[config.mk]
export PLATFORM = sky130hd
export DESIGN_NAME = lcd_nibble_rx
export DESIGN_NICKNAME = d
export VERILOG_FILES = /design/src/rtl/lcd_pkg.sv /design/src/rtl/lcd_nibble_pair.sv /design/src/rtl/lcd_nibble_rx.sv
export SDC_FILE = /design/constraint.sdc
export NUM_CORES = 1
export LEC_CHECK = 0
export CAP_MARGIN = 20
export CORE_UTILIZATION = 36
export CTS_BUF_LIST = sky130_fd_sc_hd__clkbuf_8
export DETAILED_ROUTE_END_ITERATION = 7
export HOLD_SLACK_MARGIN = 0.03
export SKIP_CTS_REPAIR_TIMING = 1
export SYNTH_ARGS = -nofsm -noshare
export SYNTH_HDL_FRONTEND = slang
export SYNTH_SLANG_ARGS = --single-unit
[constraint.sdc]
create_clock -name clk -period 3.9 [get_ports clk]
set_clock_uncertainty 0.2 [all_clocks]
set_input_delay 0.78 -clock clk [delete_from_list [all_inputs] [get_ports clk]]
set_output_delay 0.78 -clock clk [all_outputs]
set_load 0.02 [all_outputs]
[src/rtl/lcd_pkg.sv]
// Shared constants, FSM encoding and the ASCII-hex decoder for the LCD
// nibble receiver.
package lcd_pkg;

   localparam logic [1:0] ST_INIT = 2'd0;
   localparam logic [1:0] ST_HI   = 2'd1;
   localparam logic [1:0] ST_LO   = 2'd2;

   localparam logic [7:0] LCD_CMD_CLEAR  = 8'h01;
   localparam logic [7:0] LCD_CMD_HOME   = 8'h02;
   localparam logic [6:0] LCD_LINE2_BASE = 7'h40;

   typedef struct packed {
      logic       ok;
      logic [3:0] val;
   } hex_dec_t;

   // Non-hex characters report ok=0 and value 0.
   function automatic hex_dec_t hex_decode(input logic [7:0] ch);
      hex_dec_t r;
      r.ok  = 1'b1;
      r.val = 4'h0;
      if (ch >= 8'h30 && ch <= 8'h39)
         r.val = ch[3:0];
      else if ((ch >= 8'h41 && ch <= 8'h46) || (ch >= 8'h61 && ch <= 8'h66))
         r.val = ch[3:0] + 4'd9;
      else
         r.ok = 1'b0;
      return r;
   endfunction

endpackage

[src/rtl/lcd_nibble_pair.sv]
// Registers the LCD bus, detects qualified falling edges of e and pairs
// nibbles into bytes after discarding the 8-bit-mode init strobes.
module lcd_nibble_pair
   import lcd_pkg::*;
#(
   parameter int INIT_NIBBLES = 4
) (
   input  logic       clk,
   input  logic       reset,
   input  logic       sf_e,
   input  logic       e,
   input  logic       rs,
   input  logic       r_w,
   input  logic       d,
   input  logic       c,
   input  logic       b,
   input  logic       a,
   output logic [7:0] byte_out,
   output logic       byte_rs,
   output logic       byte_valid,
   output logic       frame_err,
   output logic [1:0] state
);

   logic       s_sf_e, s_e, s_e_d, s_rs, s_r_w;
   logic [3:0] s_nib;
   logic       strobe;
   logic [3:0] init_cnt;
   logic [3:0] hi_nib;
   logic       hi_rs;

   assign strobe = s_e_d & ~s_e & s_sf_e & ~s_r_w;

   always_ff @(posedge clk or negedge reset) begin
      if (!reset) begin
         s_sf_e <= 1'b0;
         s_e    <= 1'b0;
         s_e_d  <= 1'b0;
         s_rs   <= 1'b0;
         s_r_w  <= 1'b0;
         s_nib  <= 4'h0;
      end else begin
         s_sf_e <= sf_e;
         s_e    <= e;
         s_e_d  <= s_e;
         s_rs   <= rs;
         s_r_w  <= r_w;
         s_nib  <= {d, c, b, a};
      end
   end

   // byte_valid and frame_err are single-cycle pulses with no back-pressure;
   // byte_out/byte_rs hold their value until the next assembled byte.
   always_ff @(posedge clk or negedge reset) begin
      if (!reset) begin
         state      <= ST_INIT;
         init_cnt   <= 4'd0;
         hi_nib     <= 4'h0;
         hi_rs      <= 1'b0;
         byte_out   <= 8'h00;
         byte_rs    <= 1'b0;
         byte_valid <= 1'b0;
         frame_err  <= 1'b0;
      end else begin
         byte_valid <= 1'b0;
         frame_err  <= 1'b0;
         if (strobe) begin
            case (state)
               ST_INIT: begin
                  if (init_cnt == 4'(INIT_NIBBLES - 1)) begin
                     init_cnt <= 4'd0;
                     state    <= ST_HI;
                  end else begin
                     init_cnt <= init_cnt + 4'd1;
                  end
               end
               ST_HI: begin
                  hi_nib <= s_nib;
                  hi_rs  <= s_rs;
                  state  <= ST_LO;
               end
               ST_LO: begin
                  if (s_rs == hi_rs) begin
                     byte_out   <= {hi_nib, s_nib};
                     byte_rs    <= s_rs;
                     byte_valid <= 1'b1;
                  end else begin
                     frame_err  <= 1'b1;
                  end
                  state <= ST_HI;
               end
               default: state <= ST_INIT;
            endcase
         end
      end
   end

endmodule

[src/rtl/lcd_nibble_rx.sv]
// LCD bus receiver: tracks the DDRAM address and rebuilds the 128-bit hex
// value shown across the two 16-character lines.
module lcd_nibble_rx
   import lcd_pkg::*;
#(
   parameter int INIT_NIBBLES = 4
) (
   input  logic         clk,
   input  logic         reset,
   input  logic         sf_e,
   input  logic         e,
   input  logic         rs,
   input  logic         r_w,
   input  logic         d,
   input  logic         c,
   input  logic         b,
   input  logic         a,
   output logic [7:0]   byte_out,
   output logic         byte_rs,
   output logic         byte_valid,
   output logic         frame_err,
   output logic [127:0] hex_value,
   output logic         hex_valid,
   output logic         hex_err,
   output logic [1:0]   fsm_state
);

   logic [6:0]   addr;
   logic [31:0]  written;
   logic [127:0] shadow;
   logic         map_hit;
   logic [4:0]   map_idx;
   hex_dec_t     dec;
   logic [127:0] shadow_next;
   logic [31:0]  written_next;

   lcd_nibble_pair #(.INIT_NIBBLES(INIT_NIBBLES)) u_pair (
      .clk        (clk),
      .reset      (reset),
      .sf_e       (sf_e),
      .e          (e),
      .rs         (rs),
      .r_w        (r_w),
      .d          (d),
      .c          (c),
      .b          (b),
      .a          (a),
      .byte_out   (byte_out),
      .byte_rs    (byte_rs),
      .byte_valid (byte_valid),
      .frame_err  (frame_err),
      .state      (fsm_state)
   );

   // Line 1 fills the upper 64 bits MSB-first, line 2 the lower 64 bits.
   always_comb begin
      map_hit      = 1'b0;
      map_idx      = 5'd0;
      if (addr[6:4] == 3'b000) begin
         map_hit = 1'b1;
         map_idx = 5'd31 - {1'b0, addr[3:0]};
      end else if (addr[6:4] == LCD_LINE2_BASE[6:4]) begin
         map_hit = 1'b1;
         map_idx = 5'd15 - {1'b0, addr[3:0]};
      end
      dec          = hex_decode(byte_out);
      shadow_next  = shadow;
      shadow_next[{map_idx, 2'b00} +: 4] = dec.ok ? dec.val : 4'h0;
      written_next = written | (32'd1 << map_idx);
   end

   always_ff @(posedge clk or negedge reset) begin
      if (!reset) begin
         addr      <= 7'd0;
         written   <= 32'd0;
         shadow    <= 128'd0;
         hex_value <= 128'd0;
         hex_valid <= 1'b0;
         hex_err   <= 1'b0;
      end else begin
         hex_valid <= 1'b0;
         if (byte_valid) begin
            if (!byte_rs) begin
               if (byte_out == LCD_CMD_CLEAR) begin
                  addr    <= 7'd0;
                  written <= 32'd0;
                  hex_err <= 1'b0;
               end else if (byte_out[7:1] == LCD_CMD_HOME[7:1]) begin
                  addr <= 7'd0;
               end else if (byte_out[7]) begin
                  addr <= byte_out[6:0];
               end
            end else begin
               addr <= addr + 7'd1;
               if (map_hit) begin
                  shadow <= shadow_next;
                  if (!dec.ok)
                     hex_err <= 1'b1;
                  if (&written_next) begin
                     hex_value <= shadow_next;
                     hex_valid <= 1'b1;
                     written   <= 32'd0;
                  end else begin
                     written <= written_next;
                  end
               end
            end
         end
      end
   end

endmodule

== Word-level counts from Yosys, hierarchy flattened ==
Cells that the tools add are included.
Operators by class
  mux-type cells: 35
  eq/ne operators: 10
  reduce and logical (&&, ||, !) cells: 18
  bitwise gates (word level): 6
  shift-type cells: 3
  $lt $le $gt $ge: 6
  add/subtract/negate cells: 6
Operators by type and width (count)
  $bwmux 128: 1
  $mux 32: 4
  $shift 4x9->128 const A: 1
  $shiftx 4x9->128: 1
  $reduce_and 35->1: 1
  $or 32x32->32: 1
  $reduce_and 32->1: 1
  $shl 1x5->32 const A: 1
  $mux 7: 4
  $mux 1: 18
  $ge 8x7->1 const B: 2
  $le 8x7->1 const B: 2
  $mux 4: 4
  $mux 5: 2
  $neg 7->9: 1
  $reduce_and 3->1: 3
  $eq 8x1->1 const B: 1
  $ge 8x6->1 const B: 1
  $le 8x6->1 const B: 1
  $reduce_and 2->1: 4
  $add 7x1->7 const B: 1
  $eq 7x1->1 const B: 1
  $pmux 2 s3: 1
  $sub 4x4->5 const A: 1
  20 further kinds: 26
Word-level totals
  flip-flop bits (word level): 328
  bits of input ports: 10
  word-level logic and storage cells: 104
  output and inout port bits: 143

== Logic depth before layout (Yosys ltp) ==
Gate-level depths: netlist of the first run.
  word-level depth: 10
  mapped depth: 19
  mapped depth without buffers: 12

== Modules after synthesis ==
From an unflattened synthesis of the first run, not the netlist that was laid out.
Unflattened totals
  cells, all modules: 1392
  area total of the unflattened synthesis: 14931.8 sq um
Modules (own cells, without submodules)
  lcd_nibble_rx: times used 1, sequential area each 7432.1 sq um, area each 13789.5 sq um, cells an instance 1317
  lcd_nibble_pair: times used 1, sequential area each 775.7 sq um, area each 1142.3 sq um, cells an instance 75

== Worst setup path after synthesis of the first run ==
Ideal clock, no wire load.
  path type: reg2reg
  from: register addr[4]
  to: register hex_value[52]
  library setup time: 0.132 ns
  setup slack: 0.010 ns
  path buffers: 7
  stages on the path, launching flop included: 20
  data arrival time: 3.558 ns
  cells stage by stage: dfrtp_1 > buf_4 > clkbuf_1 > or2_2 > clkbuf_1 > nor2_1 > inv_1 > ha_1 > ha_1 > nor4b_1 > a22oi_1 > nor4_1 > and4_1 > nand4_1 > buf_2 > buf_6 > buf_6 > buf_2 > nand2_1 > o21ai_1
Between the ends
  longest elaborated chain between the ends: 6
  elaborated cells between the ends (all ways): 13
  those cells by class: add/sub (1); eq/ne (1); shift (3); mux (5); bitwise (1); reduce/logical (2)
RTL lines
  start: declaration: RTL line lcd_nibble_rx.sv:28  | logic [6:0] addr;
  start signal: assignment: RTL line lcd_nibble_rx.sv:91  | addr <= byte_out[6:0];
  start signal: assignment: RTL line lcd_nibble_rx.sv:94  | addr <= addr + 7'd1;
  $eq 3x3->1: RTL line lcd_nibble_rx.sv:62  | end else if (addr[6:4] == LCD_LINE2_BASE[6:4]) begin
  $mux 5: RTL line lcd_nibble_rx.sv:62
  $mux 5: RTL line lcd_nibble_rx.sv:59  | if (addr[6:4] == 3'b000) begin
  $neg 7->9 / $shl 1x5->32 (equally long branches): RTL line lcd_nibble_rx.sv:68, lcd_nibble_rx.sv:69
  $shiftx 4x9->128, or another cell as far along: RTL line lcd_nibble_rx.sv:68  | shadow_next[{map_idx, 2'b00} +: 4] = dec.ok ? dec.val : 4'h0;
  $bwmux 128 / $reduce_and 35->1 (equally long branches)
  end signal: assignment: RTL line lcd_nibble_rx.sv:100  | hex_value <= shadow_next;
  end: declaration: RTL line lcd_nibble_rx.sv:22  | output logic [127:0] hex_value,
Parallel ways exist; a longest one is shown, timed or not.
A chain may end at the register's enable or synchronous reset.

== Final worst setup path of the first run ==
  from: register addr[4]
  to: register written[6]
Between the ends
  longest elaborated chain between the ends: 9
  elaborated cells between the ends (all ways): 14
  those cells by class: eq/ne (2); shift (1); mux (7); bitwise (1); reduce/logical (3)
RTL lines
  $eq 3x3->1: RTL line lcd_nibble_rx.sv:62
  $mux 5: RTL line lcd_nibble_rx.sv:62
  $mux 5: RTL line lcd_nibble_rx.sv:59
  $shl 1x5->32: RTL line lcd_nibble_rx.sv:69  | written_next = written | (32'd1 << map_idx);
  $or 32x32->32: RTL line lcd_nibble_rx.sv:69
  $reduce_and 32->1: RTL line lcd_nibble_rx.sv:99  | if (&written_next) begin
  $mux 32: RTL line lcd_nibble_rx.sv:99
  $mux 32: RTL line lcd_nibble_rx.sv:95  | if (map_hit) begin
  $mux 32: RTL line lcd_nibble_rx.sv:83  | if (!byte_rs) begin
  end signal: assignment: RTL line lcd_nibble_rx.sv:104  | written <= written_next;
  end: declaration: RTL line lcd_nibble_rx.sv:29  | logic [31:0] written;
Parallel ways exist; a longest one is shown, timed or not. The select of a mux whose other input is x is not followed.

==> results of run 1 <==
-- logic make-up (layout without fill, tap and decap cells) --
| logic type | Yosys count | count (layout) |
|---|---|---|
| buffers and inverters | 94 | 329 |
| adders and majority gates | 11 | 11 |
| and+or+nand+nor | 455 | 455 |
| xor gates and xnor gates | 2 | 2 |
| muxes | 205 | 205 |
| AOI/OAI and AO/OA | 310 | 310 |
| DFF | 328 | 328 |
-- worst paths after layout --
path                       slack, ps  cells past startpoint                   endpoint
max                              270                     12     written[6]$_DFFE_PN0P_
min                              180                      0     u_pair.s_e_d$_DFF_PN0_
max reg2reg                      270                     12     written[6]$_DFFE_PN0P_
min reg2reg                      180                      0     u_pair.s_e_d$_DFF_PN0_
max in group asynchronous       1990                      3  hex_value[35]$_DFFE_PN0P_
min in group asynchronous        590                      2  hex_value[21]$_DFFE_PN0P_
-- through the flow --
step	power (uW)	setup WS [ps]	hold WS, ps
final	6976	274.3	177.3
after CTS	7081	146.7	-11.13
after global routing	7277	10.58	196.1
after floorplan	3661	9.871	147.1
after global placement	3814	141.7	161.2
after detailed placement	3822	193.8	159.3
-- metal layers --
metal / vias up / track usage (%) / share of wire, %
li1: 5417 / - / -
met1: 5572 / 27.64 / 47
met2: 284 / 29.87 / 46
met3: 50 / 3.453 / 4.9
met4: 0 / 5.450 / 1.8
met5: - / 0 / 0
-- power breakdown --
| group | switching [uW] | internal [uW] | total [uW] |
|---|---|---|---|
| registers | 42.7 | 3450 | 3490 |
| logic | 164 | 101 | 265 |
| clock network | 1430 | 1790 | 3220 |
-- sequential cells by signal, indices dropped and copies added, names as in the netlist, 2 cells and up --
name             cells
u_pair.state         2
addr                 7
u_pair.hi_nib        4
shadow             128
u_pair.byte_out      8
u_pair.init_cnt      4
hex_value          128
written             32
u_pair.s_nib         4
-- final cells by class --
type | instances | area share, %
clock inverter | 28 | 1.135
tap | 532 | 3.573
sequential | 328 | 44.05
multi-input combinational | 983 | 34.38
inverter | 14 | 0.2820
clock buffer | 69 | 5.097
timing repair buffer | 218 | 11.48
-- placed cells by master (no fill, tap or decap), types with 44 or more instances in the layout --
cell,Yosys,final
o21ai_0,129,129
mux2i_1,92,92
dfrtp_1,328,328
nor2_1,51,51
mux2_2,113,113
a21oi_1,50,48
nor3_1,49,44
clkdlybuf4s50_1,0,151
buf_4,1,55
o21ai_1,52,51
nand2_1,233,233
clkbuf_8,0,69
==> parameters.txt, run 1 <==
Parameter                              Value

STA
  Maximum achievable frequency    ~280 MHz
  Setup Total Neg Slack    0 ps
  Relative slew margins    35.17%
  Final setup violation count    0
  Number of pins with negative max-slew slack in the final report    0
  Measured slew at the worst slew-check pin    between 900 and 1000 ps
  Fin crit share    a little over 90%
  Final Hold Vio Count    0
  Unrepaired setup endpoints after global routing    no
  Tmin final    3626 ps

Global routing
  Antenna violations before repair    0
  Global-route wire length before repair    63690 um
  Global Route Usage Sum    between 10% and 20%
  Via count of the first global-routing pass    11120
  Pin count of the biggest net entering global routing    133
  Total gr overflow    0

Floorplanning
  Number of top-level design ports    ~150
  Starting Density    around 37%
  Floorplan die area    0.04231 mm^2
  Chip Height    between 200 and 250 um
  Core area    around 0.041 mm^2
  Width of the die    roughly 210 um
  Num rows    74

Min path
  Hold Crit Class    reg2reg
  Worst hold path startpoint    u_pair.s_e$_DFF_PN0_

Synth
  Xor and xnor fraction of the mapped netlist area    0.1173%
  Main area contributors after synthesis    dfrtp_1 55%, mux2_2 8.5%, mux2i_1 6.2%, nand2_1 5.9%, o21ai_0 4.3%
  Number of flops mapped to enable cells by yosys    0
  Area share of and/or/nand/nor cells after synthesis    about 15%
  Synthesized-area fraction occupied by adder cells    less than 1%
  Mux share of post-synthesis cell area    around 15%
  Fraction of synthesized cell area taken by the top area cell type    around 55%
  Total of warnings raised by yosys    0
  Most area-hungry cell type in the Yosys netlist    dfrtp_1
  Share of the yosys chip area belonging to registers    a little over half
  Post-synthesis instance area    approximately 0.015 mm^2
  Synth async-reset ratio    100.0%
  Total nets after synthesis    around 1400
  Number of instances in the synthesized netlist    ~1400
  Post-synthesis average cell area    approximately 11 um^2
  Distinct cell type count of the synthesized netlist    between 60 and 70
  Combinational family with the most area after synthesis    multiplexers
  Dominant register cell in the synthesized netlist    dfrtp_1
  Compound-gate portion of the synthesized area    about an eighth
  Cell types with the highest counts after synthesis    328 x dfrtp_1, 233 x nand2_1, 129 x o21ai_0
  Most repeated cell in the gate-level netlist after synthesis    dfrtp_1
  Synthesized flop and latch total    328

Routing
  Drt wl/cell    18.55 um
  Total routed wirelength    40290 um
  Overall via count from detail_route    approximately 11000
  Post-DR vias/cell    between 5 and 6
  Residual antenna-violating net count after detailed routing    0
  Number of DRC markers after the initial detailed-route iteration    621
  DRC errors left    0
  Router iterations before antenna repair    5

Finish
  Area of all placed cells without fillers    about 0.019 mm^2
  Synthesis-to-layout area growth    24.74%
  Multi-input combinational cell area    between 0.006 and 0.007 mm^2
  Nets    roughly 1600
  Post-layout utilization of the core    about 46%
  Count of filler cells inserted in the layout    about 3900
  Area of all sequential standard cells    0.008208 mm^2
  Number of diodes    0
  Count of placed standard cells in the final layout, fillers left out    between 2000 and 2500
  Fraction of final layout cells sized beyond drive strength 1    between 15 and 20%

Place
  Placement-stage cell area    approximately 0.017 mm^2
  Routability Congestion    around 0.91
  Placed Cells incl. Taps    2072
  DP HPWL    about 27000 um
  Count of input and output buffers    about 150

Critical path
  Data arrival time at the worst-slack endpoint    between 3000 and 4000 ps
  Crit path buffers/inverters    3
  Startpoint types    flip-flop
  Worst Path Class, Setup    reg2reg
  Crit path largest cell delay    440 ps
  Worst reg2reg path startpoint    addr[4]$_DFFE_PN0P_
  Crit path capture type    flip-flop
  Crit-path max FO    15
  Cell family contributing the most delay on the critical path    simple AND/OR/NAND/NOR gates
  Worst EP required    4200 ps
  Beginning of the critical path    addr[4]$_DFFE_PN0P_
  CP cell instances    buf_4, or3_1, inv_1, ha_1, nor4bb_1, a21oi_1, nor4_1, nand4_1, nor4b_4, buf_6, nor2_2, a32o_1
  Worst path slowest cell    dfrtp_1

CTS
  Worst-skew pair later-pin latency    between 600 and 700 ps
  Clock tree root driver cell    clkbuf_8
  Clock-pin slew reported for the worst setup and hold paths after clock tree synthesis    60 ps
  Maximum clock insertion buffer count    3
  TritonCTS buffer count    55
  CTS tree    done
  Number of levels the H-tree was split into    2
  TritonCTS sink count    328

Power and ir drop
  Power per cell area    roughly 370 mW/mm^2
  Maximum resistive drop on vdd    222.9 uV
  Standby leakage power    0.008167 uW

Job
  Number of max-cap violations    0

Outcome
  Outcome    completed
(Power assumes the default switching activity.)
==> run 2, diff against run 1 <==
--- a/config.mk
+++ b/config.mk
@@ -14,3 +14,4 @@
 export SYNTH_ARGS = -nofsm -noshare
 export SYNTH_HDL_FRONTEND = slang
 export SYNTH_SLANG_ARGS = --single-unit
+export TNS_END_PERCENT = 100
==> results of run 2 <==
Final layout, timing and power as in run 1 (identical DEF).
==> run 3, diff against run 2 <==
--- a/config.mk
+++ b/config.mk
@@ -13,5 +13,6 @@
 export SKIP_CTS_REPAIR_TIMING = 1
 export SYNTH_ARGS = -nofsm -noshare
 export SYNTH_HDL_FRONTEND = slang
+export SYNTH_HIERARCHICAL = 1
 export SYNTH_SLANG_ARGS = --single-unit
 export TNS_END_PERCENT = 100
==> run 3 against run 2 <==
  * Maximum frequency is 0.48% lower
  * Clock-buffer cell count is 2 higher
  * Critical path depth is the same
  * Synthesized cell count is 0.93% lower
  * Critical endpoint is now hex_value[19]$_DFFE_PN0P_
  * Highest routed layer unchanged
==> parameters.txt, run 3 <==
Parameter                              Value

Outcome
  Outcome    completed

Synth
  Dominant register cell in the synthesized netlist    dfrtp_1
  Most area-hungry cell type in the Yosys netlist    dfrtp_1
  Synthesized flop and latch total    328 (unchanged)
  Fraction of synthesized cell area taken by the top area cell type    54.97% (about the same)
  Total of warnings raised by yosys    6 (+6)
  Main area contributors after synthesis    dfrtp_1 55%, mux2_2 10%, a21oi_1 6.4%, mux2i_1 5.5%, nor2_1 5.0%
  Share of the yosys chip area belonging to registers    54.97% (about the same)
  Post-synthesis instance area    0.01493 mm^2 (about the same)
  Total nets after synthesis    1413 (-0.91%)
  Distinct cell type count of the synthesized netlist    69 (unchanged)
  Post-synthesis average cell area    10.73 um^2 (+0.90%)
  Synth async-reset ratio    100.0% (unchanged)
  Number of flops mapped to enable cells by yosys    0 (unchanged)
  Most repeated cell in the gate-level netlist after synthesis    dfrtp_1
  Number of instances in the synthesized netlist    1392 (-0.93%)
  Cell types with the highest counts after synthesis    328 x dfrtp_1, 199 x nor2_1, 190 x a21oi_1

CTS
  Number of levels the H-tree was split into    2 (unchanged)
  Maximum clock insertion buffer count    3 (unchanged)
  Clock-pin slew reported for the worst setup and hold paths after clock tree synthesis    60 ps (about the same)
  TritonCTS buffer count    55 (unchanged)
  TritonCTS sink count    328 (unchanged)
  CTS tree    done
  Clock tree root driver cell    clkbuf_8
  Worst-skew pair later-pin latency    640 ps (about the same)

Finish
  Area of all sequential standard cells    0.008208 mm^2 (unchanged)
  Fraction of final layout cells sized beyond drive strength 1    19.02% (+0.97 points)
  Most common library cell in the layout ignoring fill and taps    dfrtp_1
  Number of diodes    0 (unchanged)
  Registers with the most flip-flops    hex_value: 128 flops, shadow: 128 flops, written: 32 flops
  Count of filler cells inserted in the layout    3869 (-0.49%)
  Multi-input combinational cell area    0.006342 mm^2 (-0.98%)
  Synthesis-to-layout area growth    23.52%
  Commonest cells after routing, fill and taps aside    328 x dfrtp_1, 199 x nor2_1, 188 x a21oi_1, 151 x clkdlybuf4s50_1, 138 x mux2_2
  Nets    1603 (-1.1%)

Routing
  DRC errors left    0 (unchanged)
  Overall via count from detail_route    11200 (-1.1%)
  Residual antenna-violating net count after detailed routing    0 (unchanged)
  Post-DR vias/cell    5.191 (-0.42%)
  Router iterations before antenna repair    5 (unchanged)
  Drt wl/cell    18.44 um (-0.58%)
  Total routed wirelength    39780 um (-1.3%)
  Number of DRC markers after the initial detailed-route iteration    631 (+1.6%)

Critical path
  CP cell instances    nor2_1, nand2_1, inv_1, ha_2, a21oi_1, or4_1, nor4_2, nand4_1, nor4_4, buf_4, buf_4, mux2_2
  Crit path largest cell delay    540 ps (+100 ps)
  Cell repeated most along the worst path    buf_4
  Crit-path max FO    15 (unchanged)
  Worst Path Class, Setup    reg2reg
  Cell family contributing the most delay on the critical path    simple AND/OR/NAND/NOR gates
  Worst EP required    4220 ps (+20 ps)
  Worst path slowest cell    or4_1
  Crit path capture type    flip-flop
  Data arrival time at the worst-slack endpoint    3960 ps (+30 ps)
  Startpoint types    flip-flop
  Crit path buffers/inverters    3 (unchanged)

STA
  Final setup violation count    0 (unchanged)
  Fin crit share    93.42% (+0.45 points)
  Measured slew at the worst slew-check pin    765.3 ps (-205.0 ps)
  Tmin final    3643 ps (+17.53 ps)
  Unrepaired setup endpoints after global routing    no
  Number of pins with negative max-slew slack in the final report    0 (unchanged)
  Setup Total Neg Slack    0 ps (unchanged)
  Relative slew margins    48.98% (+14 points)
  Maximum achievable frequency    274.5 MHz (-0.48%)
  Final Hold Vio Count    0 (unchanged)

Place
  Count of input and output buffers    152 (unchanged)
  DP HPWL    27340 um (about the same)
  Routability Congestion    0.8614 (-5.8%)

Floorplanning
  Num rows    74 (unchanged)
  Chip Height    205.7 um (about the same)
  Number of top-level design ports    153 (unchanged)
  Starting Density    36.57% (about the same)
  Width of the die    205.7 um (about the same)
  Floorplan die area    0.04230 mm^2 (about the same)
  Core area    0.04083 mm^2 (unchanged)

Min path
  Hold Crit Class    reg2reg

Power and ir drop
  Maximum resistive drop on vdd    280.0 uV (+26%)
  Overall power of the completed layout    6886 uW (-1.3%)
  Int Power    5247 uW (-1.7%)
  Switch Pwr    1639 uW (+0.15%)
  Seq pwr share    50.7% (+0.6 points)
  Clk pwr share    45.3% (-0.9 points)
  Relative contribution of combinational cells to total power    4.0% (+0.2 points)
  Switching share of total power    23.80% (+0.34 points)
  Power per cell area    373.3 mW/mm^2 (-0.29%)
  Standby leakage power    0.008362 uW (+2.4%)

Job
  Number of max-cap violations    0 (unchanged)

Global routing
  Global-route wire length before repair    62150 um (-2.4%)
  Pin count of the biggest net entering global routing    87 (-35%)
  Via count of the first global-routing pass    11140 (+0.18%)
  Antenna violations before repair    1 (+1)
  Global Route Usage Sum    18.95% (-0.39 points)
  Total gr overflow    0 (unchanged)
-- run 3: changes by cell type in the layout (fill, tap and decap cells not counted), moves of 10 or more --
cell	change
nor3_1	-17
mux2i_1	-10
o21ai_0	-88
o21ai_1	-50
nand2_1	-139
a32o_1	-14
nor2_1	+148
a21oi_1	+140
mux2_2	+25
-- run 3: power groups by stage --
stage	Combinational [uW]	Clock (uW)	Sequential [uW]
after floorplan	118	0	3560
after global placement	277	0	3550
after detailed placement	280	0	3550
after CTS	283	3220	3490
after global routing	312	3360	3500
final	277	3120	3490
-- run 3: kinds of logic after synthesis --
| group | Yosys count | share of synthesized area [%] |
|---|---|---|
| AOI/OAI and AO/OA | 295 | 11.11 |
| xor gates and xnor gates | 3 | 0.1760 |
| adders and majority gates | 11 | 0.9217 |
| buffers and inverters | 91 | 2.732 |
| DFF | 328 | 54.97 |
| muxes | 223 | 16.13 |
| and+or+nand+nor | 441 | 13.96 |
-- run 3: layer usage --
layer / vias up / share of wire (%) / GRT usage (%)
met5: - / 0 / 0
met4: 0 / 2.5 / 6.852
met2: 250 / 47 / 30.23
met1: 5567 / 46 / 25.61
li1: 5307 / - / -
met3: 74 / 4.5 / 3.516
-- run 3: final cells by class --
class / instances / share of cell area (%)
clock buffer: 71 / 5.298
sequential: 328 / 44.50
timing repair buffer: 209 / 11.06
clock inverter: 29 / 0.8344
multi-input combinational: 973 / 34.39
tap: 532 / 3.609
inverter: 15 / 0.3053
-- run 3: worst paths after layout --
check                                startpoint                        endpoint  slack [ps]  depth (start not counted)
setup / recovery            addr[5]$_DFFE_PN0P_       hex_value[19]$_DFFE_PN0P_         260                         12
hold / removal             u_pair/s_e$_DFF_PN0_          u_pair/s_e_d$_DFF_PN0_         190                          0
setup reg to reg            addr[5]$_DFFE_PN0P_       hex_value[19]$_DFFE_PN0P_         260                         12
hold reg to reg            u_pair/s_e$_DFF_PN0_          u_pair/s_e_d$_DFF_PN0_         190                          0
max in group asynchronous                 reset      hex_value[120]$_DFFE_PN0P_        2050                          3
min in group asynchronous                 reset  u_pair/init_cnt[3]$_DFFE_PN0P_         540                          2
-- run 3: through the flow --
stage,hold WS (ps),area [um^2],setup WS (ps),std cells,util (%)
after floorplan,146.7,14940,10.70,1392,-
after global placement,154.5,17260,183.7,2053,42.27
after detailed placement,167.6,17260,84.98,2053,42.27
after CTS,-59.17,18390,77.00,2153,45.04
after global routing,197.6,18440,35.62,2157,45.17
final,188.5,18440,256.7,2157,45.17
